[src/rtl/alu_result_fifo_acc.sv]
// -----------------------------------------------------------------------------
// alu_result_fifo_acc
//
// Downstream stage of the 4-bit ALU. Each ALU result and the operation select
// that produced it are buffered in a first-word-fall-through FIFO with
// valid/ready handshakes on both sides. Every accepted result is also added
// into a saturating running accumulator that status/debug logic can read.
//
// Ports
//   clk        rising-edge clock, the only clock
//   rst_n      synchronous reset, active low
//   in_valid   result/tag present on in_data/in_sel
//   in_ready   FIFO can accept an entry this cycle
//   in_data    ALU result
//   in_sel     operation select that produced in_data
//   out_valid  head entry available
//   out_ready  consumer takes the head entry this cycle
//   out_data   head result (fall-through)
//   out_sel    head tag (fall-through)
//   count      current occupancy, 0..DEPTH
//   acc_clear  synchronous clear of accumulator and saturation flag
//   acc        saturating running sum of accepted results
//   acc_sat    sticky flag: the accumulator has saturated
// -----------------------------------------------------------------------------
module alu_result_fifo_acc #(
  parameter int DEPTH  = 4,
  parameter int DATA_W = 5,
  parameter int SEL_W  = 2,
  parameter int ACC_W  = 8
) (
  input  logic                       clk,
  input  logic                       rst_n,
  input  logic                       in_valid,
  output logic                       in_ready,
  input  logic [DATA_W-1:0]          in_data,
  input  logic [SEL_W-1:0]           in_sel,
  output logic                       out_valid,
  input  logic                       out_ready,
  output logic [DATA_W-1:0]          out_data,
  output logic [SEL_W-1:0]           out_sel,
  output logic [$clog2(DEPTH):0]     count,
  input  logic                       acc_clear,
  output logic [ACC_W-1:0]           acc,
  output logic                       acc_sat
);

  localparam int PTR_W   = $clog2(DEPTH);
  localparam int CNT_W   = PTR_W + 1;
  localparam int ENTRY_W = SEL_W + DATA_W;

  localparam logic [CNT_W-1:0] FULL_CNT = CNT_W'(DEPTH);
  localparam logic [ACC_W-1:0] ACC_MAX  = '1;

  typedef enum logic [1:0] {
    OCC_EMPTY,
    OCC_PARTIAL,
    OCC_FULL
  } occ_e;

  // ---------------------------------------------------------------------------
  // State
  // ---------------------------------------------------------------------------
  logic [ENTRY_W-1:0] mem_q [DEPTH];
  logic [PTR_W-1:0]   wr_ptr_q, wr_ptr_d;
  logic [PTR_W-1:0]   rd_ptr_q, rd_ptr_d;
  logic [CNT_W-1:0]   count_q,  count_d;
  logic [ACC_W-1:0]   acc_q,    acc_d;
  logic               acc_sat_q, acc_sat_d;

  occ_e               occ;
  logic               push;
  logic               pop;

  // ---------------------------------------------------------------------------
  // Occupancy decode and handshakes: functions of count (and rst_n) only, so
  // neither side's ready/valid ever depends on the other side's request.
  // ---------------------------------------------------------------------------
  always_comb begin
    // NOTE: every signal assigned in a combinational block gets a default
    // first; a path that leaves it unassigned would infer a latch.
    occ = OCC_PARTIAL;
    if (count_q == '0) begin
      occ = OCC_EMPTY;
    end else if (count_q == FULL_CNT) begin
      occ = OCC_FULL;
    end
  end

  // Gated by rst_n so no push or pop can be accepted in a reset cycle, even
  // before count has been cleared by the first reset edge.
  assign in_ready  = rst_n && (occ != OCC_FULL);
  assign out_valid = rst_n && (occ != OCC_EMPTY);

  assign push = in_valid  && in_ready;
  assign pop  = out_valid && out_ready;

  // Fall-through head: the entry at the read pointer is always on the outputs.
  assign {out_sel, out_data} = mem_q[rd_ptr_q];

  assign count   = count_q;
  assign acc     = acc_q;
  assign acc_sat = acc_sat_q;

  // ---------------------------------------------------------------------------
  // Next-state logic
  // ---------------------------------------------------------------------------
  logic [ACC_W-1:0] acc_base;
  logic             sat_base;
  logic [ACC_W:0]   acc_sum;

  always_comb begin
    wr_ptr_d  = wr_ptr_q;
    rd_ptr_d  = rd_ptr_q;
    count_d   = count_q;
    acc_d     = acc_q;
    acc_sat_d = acc_sat_q;

    if (push) wr_ptr_d = wr_ptr_q + PTR_W'(1);
    if (pop)  rd_ptr_d = rd_ptr_q + PTR_W'(1);

    unique case ({push, pop})
      2'b10:   count_d = count_q + CNT_W'(1);
      2'b01:   count_d = count_q - CNT_W'(1);
      default: count_d = count_q;
    endcase

    // A clear in the same cycle as a push clears first, then adds.
    acc_base = acc_clear ? '0 : acc_q;
    sat_base = acc_clear ? 1'b0 : acc_sat_q;
    acc_sum  = {1'b0, acc_base} + {{(ACC_W + 1 - DATA_W){1'b0}}, in_data};

    if (push) begin
      if (acc_sum[ACC_W]) begin
        acc_d     = ACC_MAX;
        acc_sat_d = 1'b1;
      end else begin
        acc_d     = acc_sum[ACC_W-1:0];
        acc_sat_d = sat_base;
      end
    end else if (acc_clear) begin
      acc_d     = '0;
      acc_sat_d = 1'b0;
    end
  end

  // ---------------------------------------------------------------------------
  // Registers
  // ---------------------------------------------------------------------------
  always_ff @(posedge clk) begin
    // NOTE: sequential state uses non-blocking assignments so every register
    // samples the pre-edge values regardless of statement order.
    if (!rst_n) begin
      wr_ptr_q  <= '0;
      rd_ptr_q  <= '0;
      count_q   <= '0;
      acc_q     <= '0;
      acc_sat_q <= 1'b0;
    end else begin
      wr_ptr_q  <= wr_ptr_d;
      rd_ptr_q  <= rd_ptr_d;
      count_q   <= count_d;
      acc_q     <= acc_d;
      acc_sat_q <= acc_sat_d;
    end
  end

  // NOTE: the storage array is deliberately not reset; its contents are only
  // observed when count says they are valid, and leaving out the reset lets it
  // map onto plain flops or RAM without a reset tree.
  always_ff @(posedge clk) begin
    if (push) begin
      mem_q[wr_ptr_q] <= {in_sel, in_data};
    end
  end

endmodule

[config.mk]
export PLATFORM = sky130hd
export DESIGN_NAME = alu_result_fifo_acc
export DESIGN_NICKNAME = d
export VERILOG_FILES = /design/src/rtl/alu_result_fifo_acc.sv
export SDC_FILE = /design/constraint.sdc
export NUM_CORES = 1
export LEC_CHECK = 0
export BUFFER_PORTS_ARGS = -buffer_cell sky130_fd_sc_hd__buf_2
export CORE_ASPECT_RATIO = 0.75
export CORE_UTILIZATION = 25
export CTS_CLUSTER_SIZE = 12
export DETAILED_ROUTE_END_ITERATION = 10
export PLACE_DENSITY = 0.43
export SYNTH_ARGS = -nofsm -noshare
export SYNTH_HDL_FRONTEND = slang
export SYNTH_SLANG_ARGS = --single-unit
[constraint.sdc]
create_clock -name clk -period 5.35 [get_ports clk]
set_clock_uncertainty 0.15 [all_clocks]
set_input_delay 0.2675 -clock clk [delete_from_list [all_inputs] [get_ports clk]]
set_output_delay 0.2675 -clock clk [all_outputs]
set_load 0.005 [all_outputs]
# After elaboration in Yosys (flattened, before gate mapping)
# Memory sizes are Yosys's and may differ from the RTL's. A register that Yosys moved wholly into a read port is not among the register bits.
# Cells that the tools add are included.
[word_totals]
ramBits = 28
ff_bits = 16
output_inout_bits = 21
memories = 1
elab_cells = 35
inputBits = 12
[mem_list]
columns = ["memory", "words", "width", "rd", "rd_clocked_by_memory_dff", "write_ports", "line", "source"]
rows = [
  ["mem_q", 4, 7, 1, 1, 1, "63", "logic [ENTRY_W-1:0] mem_q [DEPTH];"],
]
[op_classes]
reduce_logical = 7
addsub = 5
n_eq_ne = 4
n_mux = 13
[op_table]
columns = ["cell", "count"]
rows = [
  ["two-way mux 8 bit", 3],
  ["adder 8 x 5 -> 9 bit", 1],
  ["two-way mux 2 bit", 4],
  ["one-hot mux 3 bit (2 select lines)", 1],
  ["two-way mux 1 bit", 5],
  ["adder 2 x 1 -> 2 bit, second input constant", 2],
  ["logical AND 1 bit", 4],
  ["nonzero test 2 bit", 2],
  ["adder 3 x 1 -> 3 bit, second input constant", 1],
  ["== test 3 bit, second input constant", 1],
  ["logical NOT 3 bit", 1],
  ["subtractor 3 x 1 -> 3 bit, second input constant", 1],
  ["== test 2 x 1 -> 1 bit, second input constant", 1],
  ["== test 2 bit, second input constant", 1],
  ["!= test 2 bit, second input constant", 1],
]

# Logic depth before layout (Yosys ltp)
# Gate-level depths: netlist (run 1).
[depth]
word_depth = 8
mapped_depth = 9
ltp_nobuf = 9

# Worst setup path after synthesis (run 1)
# Ideal clock, no wire load.
[synth_path]
path_kind = "reg-to-reg"
startpoint = "register acc_q[0] (netlist: acc[0])"
endpoint = "register acc_q[7] (netlist: acc[7])"
n_path_buf = 0
arrival_ns = 1.984
path_stages_with_launch = 9
synth_period_minus_slack_ns = 2.253
t_required_ns = 5.080
slack_ns = 3.097
setup_ns = 0.120
path_cell_list = "dfxtp_1 -> nor2b_1 -> ha_1 -> fa_1 -> a211oi_2 -> o21bai_1 -> and4_4 -> and2_4 -> o31a_1"
[synth_between]
elab_chain_len = 4
[synth_rtl]
columns = ["item", "line", "source"]
rows = [
  ["start, declared", "67", "logic [ACC_W-1:0] acc_q, acc_d;"],
  ["start signal, assigned", "156", "acc_q <= '0;"],
  ["start signal, assigned", "162", "acc_q <= acc_d;"],
  ["two-way mux 8 bit", "n/a", ""],
  ["adder 8 x 5 -> 9 bit", "130", "acc_sum = {1'b0, acc_base} + {{(ACC_W + 1 - DATA_W){1'b0}}, in_data};"],
  ["two-way mux 8 bit", "133", "if (acc_sum[ACC_W]) begin"],
  ["two-way mux 8 bit", "132", "if (push) begin"],
]
# No other way between the ends.
# A chain may end at the register's enable or synchronous reset.

# Final worst setup path (run 1)
# Same ends and word-level chain as after synthesis.

==> results.tsv, run 1 <==
stage	metric	value	unit
status	status	finished clean	
clocking	hold_buffers	0	
synthesis	yosysTopAreaCellShare	40.3	%
clocking	clk_pin_slew	90	ps
floorplan	die_w	108	um
clocking	cts_sinks	46	
power	power_leakage	0.000917	uW
timing	worst_pin_slew	510	ps
synthesis	ys_types	36	
drt	wl	4150	um
placed_design	dpl_cell_area	0.00236	mm^2
synthesis	synthArstFlopShare	0	%
critical_path	path_delay_family	adder cells	
timing	period_needed	2440	ps
clocking	ctsResizeCount	0	
clocking	cts_tree	yes	
critical_path	critPathMaxStageDelay	450	ps
critical_path	start_kind	flop	
cells_and_area	drive_gt1_share	27.6	%
global_route	grt.total_usage	10.2	%
timing	report.final.hold_viol_count	0	
global_route	grt_max_degree	21	
floorplan	io_pins	33	
floorplan	die_y	81.1	um
cells_and_area	nets	215	
synthesis	syn-num-nets	181	
critical_path	arrival	2490	ps
timing	finalSetupViolations	0	
synthesis	synth_area	0.00209	mm^2
min_path	whs_path_depth	1	
clocking	clk_latency	300	ps
global_route	antenna_found_initial	0	
placed_design	gp_congestion	0.721	
drt	drc	0	
timing	drv_slew	0	
synthesis	yosysSeqAreaShare	57.6	%
cells_and_area	regArea	0.00120	mm^2
critical_path	end_kind	flop	
synthesis	synth_top_area_cell	edfxtp_1	
drt	viasPerCell	4.40	
drt	drt_iter0_drc	49	
floorplan	start_util	26.1	%
synthesis	ys_ff_latch	46	
cells_and_area	multiInputGateArea	843	um^2
synthesis	synth_area_leaders	edfxtp_1, dfxtp_1, mux4_2	
drt	drt_first_pass_iters	4	
global_route	grt_pass1_vias	1274	
critical_path	path_class	flop to flop	
cells_and_area	final_cell_area	0.00245	mm^2
clocking	cts_buffers	5	
synthesis	synthMostInstantiatedCell	edfxtp_1	
critical_path	cp_slowest_cell	fa_1	
synthesis	synth_flop_cell	edfxtp_1	
power	powerDensity	284	mW/mm^2
clocking	clock-root-buffer	clkbuf_8	
drt	routedWlPerCell	14.0	um
floorplan	coreArea	0.00799	mm^2
critical_path	required	5400	ps
timing	fmax	410	MHz
floorplan	die_area	0.00872	mm^2
timing	rsz0062_at_grt	no	
critical_path	cp.buffers_inverters	0	
flow_run	drv_cap	0	
synthesis	ys_top_cells_by_count	edfxtp_1, dfxtp_1, and2_1, o21ai_0, ha_1	
placed_design	dp_hpwl	2950	um
cells_and_area	area_growth	17.2	%
clocking	cts_max_level	2	
drt	ant_nets	0	
synthesis	synth_edf_count	28	
power	vdd_drop_max	0.0932	mV
critical_path	cp.depth	8	
critical_path	crit_chain	nor2b_1 > ha_1 > fa_1 > a211oi_2 > o21bai_1 > and4_4 > and2_4 > o31a_1	
critical_path	reg2reg_depth	8	
global_route	grt_pass1_wl	6580	um
timing	period_share	45.6	%
cells_and_area	diodes	0	
timing	timing.slew.headroom	66.0	%
drt	vias	1307	
floorplan	rows	28	
synthesis	yosysWarnings	0	
cells_and_area	filler_cell_count	838	
clocking	cts_buffer_depth	2	
global_route	overflow	0	
placed_design	port_buffers	32	
clocking	cts_setup_buffers	0	
synthesis	syn_area_per_cell	13.3	um^2
critical_path	critical_path_peak_fanout	6	
min_path	min_path_type	primary input to flop	
synthesis	synthCells	157	
timing	tns	0	ps
[routing by layer]
layer,wire length [um],up-vias,GRT usage (%)
li1,-,636,-
met1,2080,639,13.6
met2,1840,27,16.1
met3,200,5,2.97
met4,35,0,3.29
met5,0,-,0
[sequential cells by signal, summed over array words and instances (netlist names), named ones only]
| register | flops |
|---|---|
| rd_ptr_q | 2 |
| count | 3 |
| mem_q | 28 |
| wr_ptr_q | 2 |
| acc | 8 |
| acc_sat | 1 |
[where the power goes]
part	total [uW]	switching [uW]	internal [uW]
logic	81.9	42.9	39.0
clock network	214	122	91.7
registers	400	10.7	389
[cells in the final DEF, fill, tap and decap left out, drive strengths merged]
cell type | synthesis | final
dfxtp | 18 | 18
o31a | 2 | 2
clkinvlp | 0 | 1
o21bai | 1 | 1
ha | 10 | 10
o211ai | 1 | 1
nor4b | 1 | 1
xor2 | 3 | 3
a21o | 2 | 2
nor3 | 4 | 4
mux4 | 7 | 7
nand2 | 8 | 8
a21boi | 2 | 2
or3 | 1 | 1
clkbuf | 3 | 5
inv | 6 | 7
edfxtp | 28 | 28
nor2 | 5 | 5
buf | 2 | 32
o21a | 3 | 3
fa | 2 | 2
o21ai | 11 | 11
nor3b | 1 | 1
clkinv | 0 | 1
and4 | 1 | 1
a31oi | 1 | 1
nor2b | 8 | 8
a211oi | 2 | 2
a21oi | 3 | 3
and2 | 12 | 12
nand3 | 3 | 3
xnor2 | 6 | 6
[worst paths after layout]
kind | start | endpoint | slack (ps)
min | in_sel[0] | mem_q[0][5] | 40
max | acc[0] | acc[7] | 2910
min reg2reg | wr_ptr_q[1] | wr_ptr_q[1] | 350
max reg2reg | acc[0] | acc[7] | 2910
[through the flow]
step / power [uW] / hold slack [ps] / utilization (%) / instances / worst slack [ps]
finish: 696 / 41.8 / 30.6 / 297 / 2910
global route: 734 / 26.2 / 30.6 / 297 / 2800
CTS: 707 / 23.5 / 30.6 / 297 / 2910
detailed placement: 491 / 338 / 29.5 / 289 / 2840
global placement: 492 / 349 / 29.5 / 289 / 2780
floorplan: 459 / 194 / - / 157 / 3100
[worst reg2reg max path, stage by stage, from the launching register on]
cell	delay, ps
dfxtp_1	330
nor2b_1	140
ha_1	230
fa_1	450
a211oi_2	200
o21bai_1	160
and4_4	240
and2_4	160
o31a_1	280
[cell families (layout without fill, tap and decap cells)]
logic type / Yosys count / after routing / synth area share [%]
adders and majority gates: 12 / 12 / 7.91
DFF: 46 / 46 / 57.6
AOI/OAI and AO/OA: 28 / 28 / 9.29
buffers and inverters: 11 / 46 / 2.04
muxes: 7 / 7 / 7.55
xor gates and xnor gates: 9 / 9 / 3.78
and+or+nand+nor: 44 / 44 / 11.9
[cell type report]
class | instances | area share, %
timing repair buffer | 32 | 6.55
inverter | 6 | 0.921
clock inverter | 3 | 0.767
multi-input combinational | 100 | 34.5
clock buffer | 5 | 2.81
sequential | 46 | 49.1
tap | 105 | 5.37
Note: power is estimated with default switching activity, not from simulation.
==> run 2, diff against run 1 <==
--- a/config.mk
+++ b/config.mk
@@ -10,7 +10,7 @@
 export CORE_UTILIZATION = 25
 export CTS_CLUSTER_SIZE = 12
 export DETAILED_ROUTE_END_ITERATION = 10
-export PLACE_DENSITY = 0.43
+export PLACE_DENSITY = 0.44
 export SYNTH_ARGS = -nofsm -noshare
 export SYNTH_HDL_FRONTEND = slang
 export SYNTH_SLANG_ARGS = --single-unit
==> constraint.sdc (replaced) <==
create_clock -name clk -period 2.1 [get_ports clk]
set_clock_uncertainty 0.15 [all_clocks]
set_input_delay 0.105 -clock clk [delete_from_list [all_inputs] [get_ports clk]]
set_output_delay 0.105 -clock clk [all_outputs]
set_load 0.005 [all_outputs]
==> results.tsv, run 2 (synthesis results as in run 1) <==
stage	metric	value	unit
drt	viasPerCell	4.36	
placed_design	gp_congestion	0.766	
global_route	grt.total_usage	10.4	%
critical_path	cp_slowest_cell	fa_2	
global_route	grt_pass1_wl	6720	um
flow_run	drv_cap	0	
drt	wl	4250	um
timing	drv_slew	0	
cells_and_area	diodes	0	
clocking	cts_sinks	46	
placed_design	place_ws	-76.3	ps
critical_path	crit_chain	nor2b_4 > ha_4 > fa_2 > a211oi_2 > o21bai_1 > and4_4 > and2_4 > o31a_1	
floorplan	die_w	108	um
drt	ant_nets	0	
floorplan	start_util	26.1	%
min_path	min_path_type	primary input to flop	
critical_path	arrival	2140	ps
critical_path	required	2140	ps
power	power_frac_clock	30.1	%
cells_and_area	final_cell_area	0.00273	mm^2
drt	vias	1395	
power	powerDensity	671	mW/mm^2
floorplan	io_pins	33	
global_route	grt_pass1_vias	1337	
cells_and_area	drive_gt1_share	41.4	%
timing	finalSetupViolations	0	
clocking	cts_max_level	2	
power	comb_power_share	14.1	%
power	power_frac_seq	55.8	%
critical_path	reg2reg_depth	8	
timing	rsz0062_at_grt	yes	
cells_and_area	area_growth	30.6	%
timing	period_share	99.9	%
drt	drt_iter0_drc	34	
critical_path	path_class	flop to flop	
min_path	holdCritStartpoint	in_data[0]	
power	p_switching	464	uW
floorplan	coreArea	0.00799	mm^2
power	power_leakage	0.00104	uW
global_route	overflow	0	
floorplan	die_y	81.1	um
global_route	grt_max_degree	17	
timing	period_needed	2100	ps
drt	drc	0	
floorplan	die_area	0.00872	mm^2
timing	tns	0	ps
critical_path	critical_path_peak_fanout	3	
critical_path	regToRegSetupSlack	1	ps
timing	report.final.hold_viol_count	0	
global_route	antenna_found_initial	0	
clocking	clk_latency	290	ps
critical_path	end_kind	flop	
clocking	cts_buffer_depth	2	
status	status	finished clean	
drt	routedWlPerCell	13.3	um
cells_and_area	nets	238	
drt	drt_first_pass_iters	4	
placed_design	dp_hpwl	3110	um
clocking	cts_tree	yes	
clocking	clock-root-buffer	clkbuf_8	
placed_design	dpl_cell_area	0.00251	mm^2
power	p_int	1370	uW
critical_path	crit_end	acc[7]	
floorplan	rows	28	
cells_and_area	regMostFlops	mem_q	
clocking	cts_buffers	5	
critical_path	start_kind	flop	
critical_path	r2r-start	acc[0]	
critical_path	worst_r2r_endpoint	acc[7]	
critical_path	worstSetupStartpoint	acc[0]	
timing	timing.slew.headroom	67.6	%
power	power.share.switching	25.4	%
timing	setup_slack	1.33	ps
cells_and_area	largest_reg_flops	28	
cells_and_area	final_common_cell	buf_2	
clocking	clk_pin_slew	90	ps
timing	fmax	476	MHz
cells_and_area	layout_common_cells	buf_2, edfxtp_1, buf_4	
placed_design	port_buffers	32	
power	vdd_drop_max	0.284	mV
timing	worst_pin_slew	485	ps
critical_path	critPathMaxStageDelay	350	ps
[run 2: changes by cell type in the layout (fill, tap and decap cells not counted), sizes merged]
cell,delta
buf,+16
clkinv,+1
dlygate4sd3,+7
inv,-1
[run 2: layout make-up]
class | instances | area [um^2]
Multi-Input combinational cell | 100 | 920
Timing Repair Buffer | 55 | 350
Inverter | 6 | 22.5
Sequential cell | 46 | 1210
Tap cell | 105 | 131
Clock inverter | 3 | 21.3
Clock buffer | 5 | 68.8
Fill cell | 814 | 5260
[run 2: worst min path at each step]
stage	to	slack [ps]	cells past startpoint
after global placement	mem_q[0][6]	190	1
after global routing	acc[7]	80	3
after CTS	mem_q[3][0]	-60	1
after floorplan	acc[6]	30	1
final	acc[0]	50	4
after detailed placement	mem_q[0][6]	180	1
[run 2: per-layer routing]
layer / global-route usage, % / vias up / wire (um)
met5: 0 / - / 0
met4: 2.47 / 0 / 18
met3: 3.05 / 4 / 179
met2: 16.6 / 28 / 1910
met1: 13.9 / 677 / 2150
li1: - / 686 / -
[run 2: repair_timing]
item	CTS	global route
buffers inserted	0	0
hold buffers	6	1
gates resized for setup	3	15
endpoints found under the hold margin	28	4
endpoints found under the setup margin	8	9
pin swaps	3	3
[run 2: critical path, delay by kind of cell (launching register included)]
| kind | cells | cell delay [ps] |
|---|---|---|
| AOI/OAI and AO/OA | 3 | 570 |
| adders and majority gates | 2 | 510 |
| and+or+nand+nor | 3 | 450 |
| DFF | 1 | 330 |
[run 2: through the flow]
stage / std cells / hold WS [ps] / power (uW) / util (%)
final: 320 / 51.9 / 1830 / 34.1
after global routing: 320 / 78.5 / 1930 / 34.1
after CTS: 319 / -57.6 / 1850 / 33.3
after detailed placement: 305 / 175 / 1280 / 31.4
after global placement: 305 / 189 / 1280 / 31.4
after floorplan: 157 / 31.7 / 1170 / -
[run 2: power groups by stage]
stage / clock network [uW] / logic (uW) / registers [uW]
after global routing: 613 / 287 / 1030
after floorplan: 0 / 142 / 1030
after CTS: 577 / 252 / 1020
final: 550 / 258 / 1020
after detailed placement: 0 / 239 / 1040
after global placement: 0 / 242 / 1040
